**src/rtl/cdb_arbiter.sv**
```systemverilog
// cdb_arbiter: per-source result FIFOs drained round-robin onto two common data buses.
// Two grants per cycle, registered bus outputs, sticky overflow on dropped pushes.
module cdb_arbiter #(
    parameter int N_SRC  = 4,
    parameter int DATA_W = 32,
    parameter int TAG_W  = 6,
    parameter int DEPTH  = 2
) (
    input  logic                      clk,
    input  logic                      reset,
    input  logic                      flush,
    input  logic [N_SRC-1:0]          src_ready,
    input  logic [N_SRC*TAG_W-1:0]    src_tag,
    input  logic [N_SRC*DATA_W-1:0]   src_data,
    output logic [N_SRC-1:0]          src_full,
    output logic                      CDB1_ready,
    output logic [TAG_W-1:0]          CDB1_tag,
    output logic [DATA_W-1:0]         CDB1_data,
    output logic                      CDB2_ready,
    output logic [TAG_W-1:0]          CDB2_tag,
    output logic [DATA_W-1:0]         CDB2_data,
    output logic                      overflow
);
    localparam int EW = TAG_W + DATA_W;
    localparam int PW = $clog2(DEPTH);
    localparam int CW = PW + 1;
    localparam int SW = $clog2(N_SRC);

    logic [EW-1:0] mem_q [N_SRC][DEPTH];
    logic [PW-1:0] rd_q [N_SRC];
    logic [PW-1:0] wr_q [N_SRC];
    logic [CW-1:0] cnt_q [N_SRC];
    logic [CW-1:0] cnt_d [N_SRC];
    logic [EW-1:0] head [N_SRC];
    logic [SW-1:0] rr_q, rr_d, g1, g2;
    logic          g1_v, g2_v, ovf_d;
    logic [N_SRC-1:0] pop, push, req, full_now;
    int j;

    function automatic logic [SW-1:0] nxt(input logic [SW-1:0] g);
        return (g == SW'(N_SRC - 1)) ? '0 : g + SW'(1);
    endfunction

    // Scan from rr_q: first non-empty FIFO feeds CDB1, second feeds CDB2.
    always_comb begin
        g1_v = 1'b0;
        g2_v = 1'b0;
        g1   = '0;
        g2   = '0;
        j    = 0;
        for (int k = 0; k < N_SRC; k++) begin
            j = (int'(rr_q) + k) % N_SRC;
            if (cnt_q[j] != '0) begin
                if (!g1_v) begin
                    g1_v = 1'b1;
                    g1   = SW'(j);
                end else if (!g2_v) begin
                    g2_v = 1'b1;
                    g2   = SW'(j);
                end
            end
        end
        rr_d = g2_v ? nxt(g2) : g1_v ? nxt(g1) : rr_q;
    end

    // A full FIFO still accepts a push when its head is popped in the same cycle.
    always_comb begin
        for (int i = 0; i < N_SRC; i++) begin
            head[i]     = mem_q[i][rd_q[i]];
            pop[i]      = (g1_v && g1 == SW'(i)) || (g2_v && g2 == SW'(i));
            req[i]      = src_ready[i] && (src_tag[i*TAG_W +: TAG_W] != '0);
            full_now[i] = cnt_q[i] == CW'(DEPTH);
            push[i]     = req[i] && (!full_now[i] || pop[i]);
            cnt_d[i]    = cnt_q[i] + CW'(push[i]) - CW'(pop[i]);
        end
        ovf_d = overflow || |(req & full_now & ~pop);
    end

    always_ff @(posedge clk) begin
        if (reset || flush) begin
            for (int i = 0; i < N_SRC; i++) begin
                rd_q[i]  <= '0;
                wr_q[i]  <= '0;
                cnt_q[i] <= '0;
            end
            rr_q       <= '0;
            src_full   <= '0;
            overflow   <= 1'b0;
            CDB1_ready <= 1'b0;
            CDB1_tag   <= '0;
            CDB1_data  <= '0;
            CDB2_ready <= 1'b0;
            CDB2_tag   <= '0;
            CDB2_data  <= '0;
        end else begin
            for (int i = 0; i < N_SRC; i++) begin
                if (push[i]) begin
                    mem_q[i][wr_q[i]] <= {src_tag[i*TAG_W +: TAG_W], src_data[i*DATA_W +: DATA_W]};
                    wr_q[i]           <= wr_q[i] + PW'(1);
                end
                if (pop[i]) rd_q[i] <= rd_q[i] + PW'(1);
                cnt_q[i]    <= cnt_d[i];
                src_full[i] <= cnt_d[i] == CW'(DEPTH);
            end
            rr_q                  <= rr_d;
            overflow              <= ovf_d;
            CDB1_ready            <= g1_v;
            {CDB1_tag, CDB1_data} <= g1_v ? head[g1] : '0;
            CDB2_ready            <= g2_v;
            {CDB2_tag, CDB2_data} <= g2_v ? head[g2] : '0;
        end
    end
endmodule

```
**config.mk**
```make
export PLATFORM = sky130hd
export DESIGN_NAME = cdb_arbiter
export DESIGN_NICKNAME = d
export VERILOG_FILES = /design/src/rtl/cdb_arbiter.sv
export SDC_FILE = /design/constraint.sdc
export NUM_CORES = 1
export LEC_CHECK = 0
export BUFFER_PORTS_ARGS = -buffer_cell sky130_fd_sc_hd__buf_4
export CAP_MARGIN = 20
export CORE_UTILIZATION = 49
export DETAILED_ROUTE_END_ITERATION = 10
export GPL_ROUTABILITY_DRIVEN = 1
export GPL_TIMING_DRIVEN = 0
export PLACE_DENSITY = 0.69
export SLEW_MARGIN = 10
export SYNTH_ARGS = -nofsm -noshare
export SYNTH_HDL_FRONTEND = slang
export SYNTH_SLANG_ARGS = --single-unit
```
**constraint.sdc**
```tcl
create_clock -name clk -period 7.5 [get_ports clk]
set_input_delay 0.75 -clock clk [delete_from_list [all_inputs] [get_ports clk]]
set_output_delay 0.75 -clock clk [all_outputs]
set_load 0.05 [all_outputs]
```
* After elaboration in Yosys (flattened, before gate mapping)
Memory sizes are Yosys's and may differ from the RTL's. A register that Yosys moved wholly into a read port is not among the register bits.
Cells that the tools add are included.
** Operators by class
- $add $sub $neg :: 21
- Order comparisons :: 14
- Eq/ne operators :: 14
- Muxes and demuxes :: 100
- Bitwise logic cells :: 27
- Reduce and logical (&&, ||, !) cells :: 48
** Operators by type and width (count)
- $mux 38 :: 20
- $mux 76 :: 4
- $bmux 38 s2 :: 2
- $demux 38 s1 :: 4
- $mux 2 :: 25
- $mux 1 :: 45
- $eq 2x2->1 const B :: 12
- $reduce_bool 6->1 :: 4
- $logic_and 1x1->1 :: 20
- $ge 2x2->1 const B :: 8
- $not 1->2 :: 8
- $or 1x1->1 :: 12
- $logic_or 1x1->1 :: 10
- $reduce_bool 2->1 :: 5
- $add 1x1->1 const B :: 8
- $add 2x1->2 :: 4
- $and 4x4->4 :: 2
- $lt 2x1->1 const B :: 4
- $sub 2x1->2 :: 4
- $add 2x1->2 const B :: 3
- $ge 3x3->1 const B :: 2
- $not 2->3 :: 2
- $add 2x2->2 const B :: 2
- $eq 2x1->1 const B :: 2
- other kinds (6) :: 12
** Storage, ports and cells
- Register bits after elaboration :: 85
- Memory bits (writable) :: 320
- Input port bits :: 159
- Output and inout port bits :: 83
- Word-level logic and storage cells :: 237
- Memories :: 4
** Memories
- mem_q :: depth 4, bits a word 76, rd ports 4, clocked after Yosys merged registers in 0, wr ports 4, RTL line 29 : logic [EW-1:0] mem_q [N_SRC][DEPTH];
- cnt_q :: depth 4, bits a word 2, rd ports 8, clocked after Yosys merged registers in 1, wr ports 4, RTL line 32 : logic [CW-1:0] cnt_q [N_SRC];
- rd_q :: depth 4, bits a word 1, rd ports 4, clocked after Yosys merged registers in 0, wr ports 4, RTL line 30 : logic [PW-1:0] rd_q [N_SRC];
- wr_q :: depth 4, bits a word 1, rd ports 4, clocked after Yosys merged registers in 0, wr ports 4, RTL line 31 : logic [PW-1:0] wr_q [N_SRC];

* Depth between registers and ports, before layout
Gate-level depths: netlist (run 1).
- Depth after elaboration :: 19
- Gate-level depth with buffers :: 23
- Depth with buffers taken out :: 18

* Least setup slack after synthesis (run 1)
No wires, ideal clock.
- Path type :: reg2reg
- Start :: memory cnt_q[2][0] (netlist bit)
- End :: memory mem_q[0][38] (netlist bit) (enable)
- Library setup time :: 0.480 ns
- Arrival :: 5.890 ns
- Data required time :: 7.020 ns
- Path slack :: 1.130 ns
- Cell stages (with the launch flop) :: 22
- Period minus slack after synthesis :: 6.370 ns
- Cells stage by stage :: dfxtp_1 buf_4 nor2_4 mux4_2 clkinv_2 buf_6 ha_1 and3_1 o22ai_1 a221oi_1 and2_1 buf_2 inv_2 buf_4 buf_4 ha_1 o21a_1 nor2_1 or2_1 inv_2 o21ai_2 nor3_1
** RTL lines (RTL line)
- start, declared :: 32
- end, declared :: 29

==> summary.txt, run 1 <==
Pwr
  – PnR Total Power: 0.00834 W
  – P per Cell Area: 396 nW/um2
  – VDD IR max: roughly 0.33 mV
  – Static Leakage: 7.75 nW

Global routing
  – GRT overflow: 0
  – Largest net degree at the start of global routing: 28
  – Gr usage total: 27.2%
  – Initial antenna violation count: 0
  – Met1 usage: 36.7%
  – GR peak layer: met2
  – Global-route wire length before repair: 71.3 mm
  – Vias in the first global route: 11,600
  – Global Route met3 Usage: 3.87%
  – Met2 Resource Use GR: 45.4%

Setup path
  – Crit. End Element: flip-flop
  – FF-to-FF setup slack: 1.99 ns
  – Bufs and invs on worst path: 9
  – Worst R2R Start: cnt_q[1][0]
  – Crit path max fanout: 11
  – CP max stage delay: ~0.73 ns
  – CP max-delay cell: nor3_2
  – Setup CP Type: reg2reg
  – CP dominant cell by count: buf_4
  – Critical path capture point: mem_q[2][50]
  – Crit-path cells: buf_4 > nor2_1 > mux4_2 > clkinv_2 > buf_6 > ha_1 > and3_1 > o22ai_1 > a221oi_1 > and2_1 > buf_2 > inv_2 > buf_4 > buf_4 > ha_1 > nor2b_1 > o31ai_1 > nand3_1 > nor3_2 > buf_4 > buf_4
  – Crit path depth: 21
  – Crit start category: flip-flop
  – R2R cell count: 21
  – Worst EP arrival: 5.76 ns
  – CP required: 7.75 ns
  – Worst R2R End: mem_q[2][50]
  – CP startpoint: cnt_q[1][0]
  – CP delay by family, top: buffers and inverters

Floorplanning
  – Height of the die: 188 um
  – Core Rows: 67
  – Die area: 35,300 um2
  – Core area: 33,800 um2
  – Io pins: 242
  – Chip width: 188 um
  – Initial Utilization: 50.1%

STA
  – Final period util: 73.5%
  – Final Hold Fails: 0
  – Pins Over Slew Limit: 0
  – Slew headroom: 37.9%
  – Final setup violation count: 0
  – Maximum clock rate: 181 MHz
  – Setup TNS Final: 0 ns
  – Worst clock skew: 0.0170 ns
  – RSZ-0062 raised after global routing: no
  – Worst Tran Pin Value: 0.932 ns
  – Hold WS: 0.387 ns
  – Post-layout min period: 5.51 ns

Clocking
  – Postcts setup bufs: 0
  – Clk_lat worst skew: 0.55 ns
  – CTS tree: done
  – Hold_buf cts: 0
  – CTS H-tree lvls: 2
  – Reg clk slew, reported paths: 0.06 ns
  – CTS sink count: 407
  – Clock root buffer: clkbuf_16
  – Max Root-Sink Buffers: 3
  – Total CTS buffers: 43
  – Post-cts sizing count: 0

Synthesis
  – Mapped Cells: 1,145
  – #FFs+latches synth: 407
  – Total of warnings raised by yosys: 0
  – Cell variety after synth: 68
  – Most used DFF post-synth: edfxtp_1
  – Post-Synthesis Cell Area: 16,900 um2
  – Post-synth EDFFs: 312
  – Synth async-reset ratio: 0%
  – Syn_area_per_cell: 14.8 um2
  – Register area share after synthesis: approximately two thirds
  – Syn Nets: 1,319

Finish
  – Multi-input gate area: 5190 um2
  – Final net count: 1,631
  – Commonest non-fill, non-tap cells in the layout: 312 x edfxtp_1, 266 x buf_4, 152 x mux2_2
  – Post-Route Utilization: 62.3%
  – Commonest non-fill, non-tap cell in the layout: edfxtp_1
  – Layout cells sized above 1: 40.5%
  – Sequential cell area: roughly 11,000 um2
  – Area delta synth->final: 24.3%
  – Fillers: approximately 2,600
  – Fin area: 21,000 um2

Route
  – First drt pass iteration count: 5
  – Vias per cell: 5.96
  – DRT iter0 DRCs: 1,021
  – WL/cell: 24.9 um
  – Antenna Nets Post-Route: 0
  – Vias: 11,600
  – Total Wirelength: 48.3 mm
  – DRC violation count after routing: 0

Placement
  – DP Area: between 15,000 and 20,000 um2
  – Number of port buffers: 241
  – Post-DP HPWL: 34.6 mm
  – GPL Wtd Cong: 0.874

Outcome
  – Status: finished, final reports clean

Hold path
  – Hold WC Path Type: in2reg

Run
  – Max-cap violations: 0
-- final cells by class --
cell class / instances / share of cell area [%]
tap: 448 / 2.66
inverter: 21 / 0.381
multi-input combinational: 638 / 24.7
sequential: 407 / 53.6
clock inverter: 20 / 0.791
clock buffer: 60 / 5.96
antenna: 1 / 0.0119
buffer: 79 / 2.06
timing repair buffer: 267 / 9.90
-- sequential cells by signal, indices dropped and copies added (netlist names), named ones only --
register    flops
mem_q         304
rd_q            4
cnt_q           8
CDB1_data      32
CDB2_data      32
src_full        4
CDB2_tag        6
rr_q            2
CDB2_ready      1
CDB1_ready      1
overflow        1
wr_q            4
CDB1_tag        6
-- metal layers --
metal / part of all wire [%] / vias to the layer above / wire (um)
li1: - / 5091 / -
met2: 48 / 614 / 23300
met5: 0 / - / 0
met1: 41 / 5749 / 20000
met3: 7.5 / 109 / 3630
met4: 2.9 / 0 / 1390
-- synth_stat cells, types with 4 or more instances --
master / count / area, um2
mux2_2: 152 / 1710
and3_1: 4 / 25.0
clkbuf_1: 35 / 131
a21oi_2: 19 / 166
buf_2: 23 / 115
xor2_1: 4 / 35.0
a22oi_1: 19 / 143
or3_1: 5 / 31.3
buf_4: 13 / 97.6
nand2_1: 24 / 90.1
nand3_1: 12 / 60.1
edfxtp_1: 312 / 9370
a311oi_1: 4 / 35.0
o22ai_1: 43 / 269
buf_6: 8 / 90.1
nor2_1: 52 / 195
ha_1: 15 / 188
a221oi_1: 39 / 342
a22oi_2: 20 / 250
o21ai_0: 53 / 265
or2_2: 6 / 37.5
mux2i_1: 39 / 390
nor3_1: 20 / 100
inv_1: 16 / 60.1
a31oi_1: 5 / 31.3
a21oi_1: 32 / 160
dfxtp_1: 95 / 1900
inv_2: 4 / 15.0
-- power by group --
| part | switching (W) | internal [W] |
|---|---|---|
| combinational | 0.00229 | 0.00123 |
| sequential | 0.0000618 | 0.00264 |
| clock | 0.000867 | 0.00124 |
-- logic make-up after synthesis --
| family | count (synthesis) | synth area share [%] |
|---|---|---|
| buffers and inverters | 100 | 3.04 |
| AO/OA/AOI/OAI | 264 | 11.4 |
| AND/OR/NAND/NOR | 160 | 4.95 |
| XOR/XNOR | 7 | 0.362 |
| multiplexers | 192 | 12.5 |
| adder cells (fa/ha/maj) | 15 | 1.11 |
| flip-flops | 407 | 66.6 |
-- worst min path at each step --
stage                 start            to  slack (ns)  cells past startpoint
6_report       src_data[70]   mem_q[2][6]        0.39                      1
5_1_grt         src_data[5]  mem_q[0][43]        0.37                      1
4_1_cts        src_data[70]   mem_q[2][6]        0.37                      1
3_5_place_dp        wr_q[3]  mem_q[3][66]        0.60                      1
3_3_place_gp        wr_q[0]       wr_q[0]        0.58                      1
2_1_floorplan       wr_q[0]       wr_q[0]        0.57                      1
-- stage by stage --
step	instances	setup WS [ns]
global placement	1834	-2.71
CTS	1940	2.05
floorplan	1145	1.13
finish	1941	1.99
detailed placement	1860	2.06
global route	1940	1.68
(Power assumes the default switching activity.)
==> inputs of run 2 (changes only) <==
--- a/config.mk
+++ b/config.mk
@@ -11,7 +11,7 @@
 export DETAILED_ROUTE_END_ITERATION = 10
 export GPL_ROUTABILITY_DRIVEN = 1
 export GPL_TIMING_DRIVEN = 0
-export PLACE_DENSITY = 0.69
+export PLACE_DENSITY = 0.72
 export SLEW_MARGIN = 10
 export SYNTH_ARGS = -nofsm -noshare
 export SYNTH_HDL_FRONTEND = slang
==> constraint.sdc (replaced) <==
create_clock -name clk -period 4.56 [get_ports clk]
set_input_delay 0.456 -clock clk [delete_from_list [all_inputs] [get_ports clk]]
set_output_delay 0.456 -clock clk [all_outputs]
set_load 0.05 [all_outputs]
==> summary.txt, run 2 (synthesis gave the netlist of run 1 again) <==
Route
  – First drt pass iteration count: 5
  – Antenna Nets Post-Route: 0
  – Vias per cell: approximately 5.9
  – Vias: approximately 11,000
  – WL/cell: between 20 and 25 um
  – DRC violation count after routing: 0
  – DRT iter0 DRCs: 1,121
  – Total Wirelength: 47.7 mm

Setup path
  – CP max-delay cell: mux4_2
  – CP dominant cell by count: buf_6
  – Crit start category: flip-flop
  – Crit path depth: 23
  – Worst EP arrival: 4.93 ns
  – Crit path max fanout: 20
  – Bufs and invs on worst path: 9
  – Crit-path cells: buf_6 > nor2_4 > mux4_2 > clkinv_4 > buf_6 > ha_1 > and3_1 > o22ai_2 > o21ai_0 > and2_4 > buf_4 > inv_2 > buf_8 > ha_1 > o21a_1 > nor2_2 > or2_1 > inv_2 > o21ai_4 > buf_6 > buf_12 > or3_4 > a21oi_2
  – Crit. End Element: flip-flop
  – R2R cell count: 23
  – CP max stage delay: 0.52 ns
  – Setup CP Type: reg2reg
  – CP required: 5.00 ns
  – CP delay by family, top: buffers and inverters

Clocking
  – CTS tree: done
  – Total CTS buffers: 42
  – Clock root buffer: clkbuf_16
  – Clk_lat worst skew: 0.53 ns
  – Reg clk slew, reported paths: 0.06 ns
  – Hold_buf cts: 0
  – CTS H-tree lvls: 2
  – CTS sink count: 407
  – Max Root-Sink Buffers: 3

STA
  – Maximum clock rate: ~220 MHz
  – Final Hold Fails: 0
  – Slew headroom: a little under two fifths
  – Worst clock skew: approximately 0.013 ns
  – Post-layout min period: 4.48 ns
  – Final setup violation count: 0
  – Worst Tran Pin Value: 0.942 ns
  – Final period util: 98.3%
  – Pins Over Slew Limit: 0

Floorplanning
  – Initial Utilization: 50.1%
  – Core area: 33,800 um2
  – Chip width: 188 um
  – Die area: 35,300 um2
  – Core Rows: 67
  – Height of the die: 188 um
  – Io pins: 242

Global routing
  – Global-route wire length before repair: about 70 mm
  – Largest net degree at the start of global routing: 28
  – GRT overflow: 0
  – Vias in the first global route: 11,500
  – Initial antenna violation count: 1
  – Gr usage total: roughly a quarter

Hold path
  – Hold WC Path Type: in2reg
  – Hold depth: 1

Finish
  – Commonest non-fill, non-tap cells in the layout: 312 x edfxtp_1, 272 x buf_4, 152 x mux2_2
  – Layout cells sized above 1: 42.3%
  – Largest register FFs: 304
  – Area delta synth->final: 27.3%
  – Final net count: 1,648
  – Fin area: 21,600 um2
  – Commonest non-fill, non-tap cell in the layout: edfxtp_1
  – Post-Route Utilization: 63.8%

Placement
  – Number of port buffers: 241
  – GPL Wtd Cong: 0.865
  – Post-DP HPWL: ~34 mm
  – DP Area: 19,800 um2

Outcome
  – Status: finished, final reports clean

Run
  – Max-cap violations: 0

Pwr
  – VDD IR max: 0.424 mV
  – Static Leakage: 7.95 nW
  – P per Cell Area: 650 nW/um2
-- run 2: cell count changes in the layout (fill, tap and decap cells not counted), sizes merged --
cell      change
bufinv        +2
clkinv        -3
buf          +16
clkinvlp      +1
clkbuf        -1
-- run 2: metrics by stage --
stage	hold WS, ns	setup TNS [ns]	instances	worst slack, ns	total power [W]
finish	0.107	0	1956	0.0765	0.0140
CTS	0.0947	0	1943	0.0111	0.0138
floorplan	0.555	-31.86	1145	-0.400	0.00844
detailed placement	0.644	-70.65	1852	-0.498	0.0102
global placement	0.601	-495.55	1834	-2.46	0.0101
global route	0.0944	-2.53	1956	-0.0701	0.0146
-- run 2: layout make-up --
type,count,area (um2)
Inverter,21,83.8
Buffer,78,457
Timing Repair Buffer,286,2430
Fill cell,2466,12200
Clock inverter,20,209
Tap cell,448,561
Sequential cell,407,11300
Multi-Input combinational cell,638,5300
Antenna cell,1,2.50
Clock buffer,57,1230
-- run 2: power breakdown --
group | switching (W) | internal, W | leakage, nW | total, W
clock network | 0.00139 | 0.00213 | 0.717 | 0.00352
logic | 0.00381 | 0.00224 | 3.61 | 0.00605
registers | 0.000110 | 0.00433 | 3.63 | 0.00444
-- run 2: worst reg2reg max path: cells and delay by family, from the launching register on --
family          cells  cell delay (ns)
mux                 1             0.52
fa+ha+maj           2             0.50
compound gates      5             0.68
buf+inv             9             1.28
flops               1             0.34
simple gates        6             1.08
-- run 2: final timing paths --
kind                start  slack, ns      endpoint
min reg2reg       wr_q[0]       0.65       wr_q[0]
min          src_data[33]       0.11  mem_q[1][39]
max           cnt_q[0][0]       0.08   src_full[0]
max reg2reg   cnt_q[0][0]       0.08   src_full[0]
-- run 2: what timing repair did --
| item | 4_1_cts | 5_1_grt |
|---|---|---|
| resized for setup | 8 | 19 |
| cloned | 0 | 1 |
| pin swaps | 10 | 7 |
| buffers inserted | 14 | 12 |
| endpoints found under the setup margin | 292 | 259 |
-- run 2: per-layer routing --
metal / wire length, um / track usage, %
met3: 3800 / 4.72
met2: 23300 / 44.4
met4: 1500 / 8.79
met1: 19100 / 34.8
met5: 0 / 0
==> inputs of run 3 (changes only) <==
--- a/config.mk
+++ b/config.mk
@@ -7,11 +7,11 @@
 export LEC_CHECK = 0
 export BUFFER_PORTS_ARGS = -buffer_cell sky130_fd_sc_hd__buf_4
 export CAP_MARGIN = 20
-export CORE_UTILIZATION = 49
+export CORE_UTILIZATION = 36
 export DETAILED_ROUTE_END_ITERATION = 10
 export GPL_ROUTABILITY_DRIVEN = 1
 export GPL_TIMING_DRIVEN = 0
-export PLACE_DENSITY = 0.72
+export PLACE_DENSITY = 0.55
 export SLEW_MARGIN = 10
 export SYNTH_ARGS = -nofsm -noshare
 export SYNTH_HDL_FRONTEND = slang
==> constraint.sdc (replaced) <==
create_clock -name clk -period 4 [get_ports clk]
set_input_delay 0.4 -clock clk [delete_from_list [all_inputs] [get_ports clk]]
set_output_delay 0.4 -clock clk [all_outputs]
set_load 0.05 [all_outputs]
==> summary.txt, run 3 (synthesis gave the netlist of run 1 again) <==
Setup path
  – Worst EP arrival: 4.39 ns
  – Crit path max fanout: 6
  – FF-to-FF setup slack: 0.10 ns
  – Crit-path cells: buf_6 > nor2_4 > mux4_2 > clkinv_4 > buf_12 > ha_4 > and3_4 > o22ai_4 > a221oi_2 > and2_1 > buf_6 > buf_12 > ha_1 > o21a_1 > nor2_1 > or2_4 > inv_2 > ha_1 > or3_4 > a21oi_4
  – CP required: 4.49 ns
  – Crit. End Element: flip-flop
  – Crit start category: flip-flop
  – CP max stage delay: 0.51 ns
  – Setup CP Type: reg2reg
  – CP max-delay cell: mux4_2

Finish
  – Commonest non-fill, non-tap cells in the layout: 312 x edfxtp_1, 300 x buf_4, 152 x mux2_2
  – Largest register FFs: approximately 300
  – Commonest non-fill, non-tap cell in the layout: edfxtp_1
  – Post-Route Utilization: 50.3%
  – Fillers: 4,057
  – Final net count: between 1,500 and 2,000
  – Area delta synth->final: 38.0%
  – Layout cells sized above 1: roughly 43%

Run
  – Max-cap violations: 0

Placement
  – Post-DP HPWL: roughly 38 mm
  – Number of port buffers: between 200 and 250
  – GPL Wtd Cong: 0.850

Clocking
  – CTS H-tree lvls: 2
  – Max Root-Sink Buffers: 3
  – Total CTS buffers: 44
  – Clk_lat worst skew: 0.58 ns
  – Clock root buffer: clkbuf_16
  – Reg clk slew, reported paths: about 0.060 ns
  – CTS sink count: 407
  – CTS tree: done

STA
  – RSZ-0062 raised after global routing: yes
  – Setup TNS Final: 0 ns
  – Maximum clock rate: 257 MHz
  – Post-layout min period: 3.90 ns
  – Worst clock skew: 0.0145 ns
  – Final period util: 97.4%
  – Worst Tran Pin Value: roughly 1 ns
  – Final setup violation count: 0
  – Final Hold Fails: 0
  – Hold WS: 0.0235 ns
  – Pins Over Slew Limit: 0
  – Slew headroom: 32.7%

Route
  – Vias per cell: 5.32
  – Total Wirelength: 55.3 mm
  – First drt pass iteration count: 4
  – Antenna Nets Post-Route: 0
  – Vias: 12,000
  – DRT iter0 DRCs: ~1,000
  – WL/cell: roughly 25 um
  – DRC violation count after routing: 0

Floorplanning
  – Core Rows: 79
  – Die area: 47,900 um2
  – Initial Utilization: 36.4%
  – Height of the die: 219 um
  – Chip width: 219 um
  – Core area: 46,500 um2
  – Io pins: 242

Pwr
  – P per Cell Area: 738 nW/um2
  – Static Leakage: 8.64 nW
  – VDD IR max: 0.354 mV

Global routing
  – Vias in the first global route: between 10,000 and 15,000
  – Gr usage total: a little under a quarter
  – Largest net degree at the start of global routing: 22
  – Global-route wire length before repair: approximately 79 mm
  – GRT overflow: 0
  – Initial antenna violation count: 0

Outcome
  – Status: finished, final reports clean

Hold path
  – Hold WC Path Type: in2reg
==> run 3: changes by cell type in the layout (fill, tap and decap cells not counted), moves of 4 or more <==
cell / delta
dfxtp_1: -5
dlygate4sd3_1: +100
buf_12: +4
buf_4: +28
ha_1: -4
dfxtp_2: +5
==> run 3: final cells by class <==
| type | count | area, um2 | area share [%] |
|---|---|---|---|
| diodes | 1 | 2.50 | 0.0107 |
| plain buffers | 77 | 487 | 2.08 |
| clock buffers | 59 | 1280 | 5.48 |
| clock inverters | 23 | 256 | 1.10 |
| inverters | 21 | 98.8 | 0.423 |
| multi-input cells | 639 | 5460 | 23.4 |
| flip-flops and latches | 407 | 11300 | 48.3 |
| well taps | 607 | 759 | 3.25 |
| repair buffers | 420 | 3750 | 16.0 |
==> run 3: timing repair <==
| item | CTS | global route |
|---|---|---|
| pin swaps | 13 | 18 |
| gates resized for setup | 28 | 28 |
| cloned | 4 | 0 |
| hold buffers | 100 | 0 |
| setup endpoints to repair | 321 | 299 |
| endpoints found under the hold margin | 199 | 0 |
| setup buffers | 38 | 22 |
==> run 3: path summary, 6_finish.rpt <==
kind | from | end | cells past startpoint
worst max register to register | cnt_q[3][1] | src_full[1] | 20
worst min-delay path | src_data[93] | mem_q[2][67] | 1
worst min register to register | wr_q[1] | wr_q[1] | 1
worst max-delay path | cnt_q[3][1] | src_full[1] | 20
==> run 3: power by group <==
group | switching (W) | internal [W]
Combinational | 0.00480 | 0.00310
Sequential | 0.000125 | 0.00494
Clock | 0.00169 | 0.00258
==> run 3: worst max-delay path, delay by kind of cell (launching register included) <==
kind                     cells  cell delay (ns)
buffers and inverters        6             0.61
flip-flops                   1             0.33
adder cells (fa/ha/maj)      3             0.73
multiplexers                 1             0.51
AO/OA/AOI/OAI                4             0.55
AND/OR/NAND/NOR              6             1.07
==> run 3: metal layers <==
layer  vias up  routed length (um)  GRT usage [%]
met5         -                   0              0
met1      6053               24000           30.3
met3        99                2900           3.45
met4         0                1440           6.57
met2       416               26900           39.0
li1       5426                   -              -
==> run 3: metrics by stage <==
stage	cell area, um2	cells	setup slack (ns)	power (W)
after floorplan	17200	1145	-0.453	0.00983
after global placement	19700	1993	-2.04	0.0121
after detailed placement	20100	2009	-1.07	0.0121
after CTS	23100	2232	-0.0525	0.0170
after global routing	23400	2253	-0.0281	0.0180
final	23400	2254	0.103	0.0172
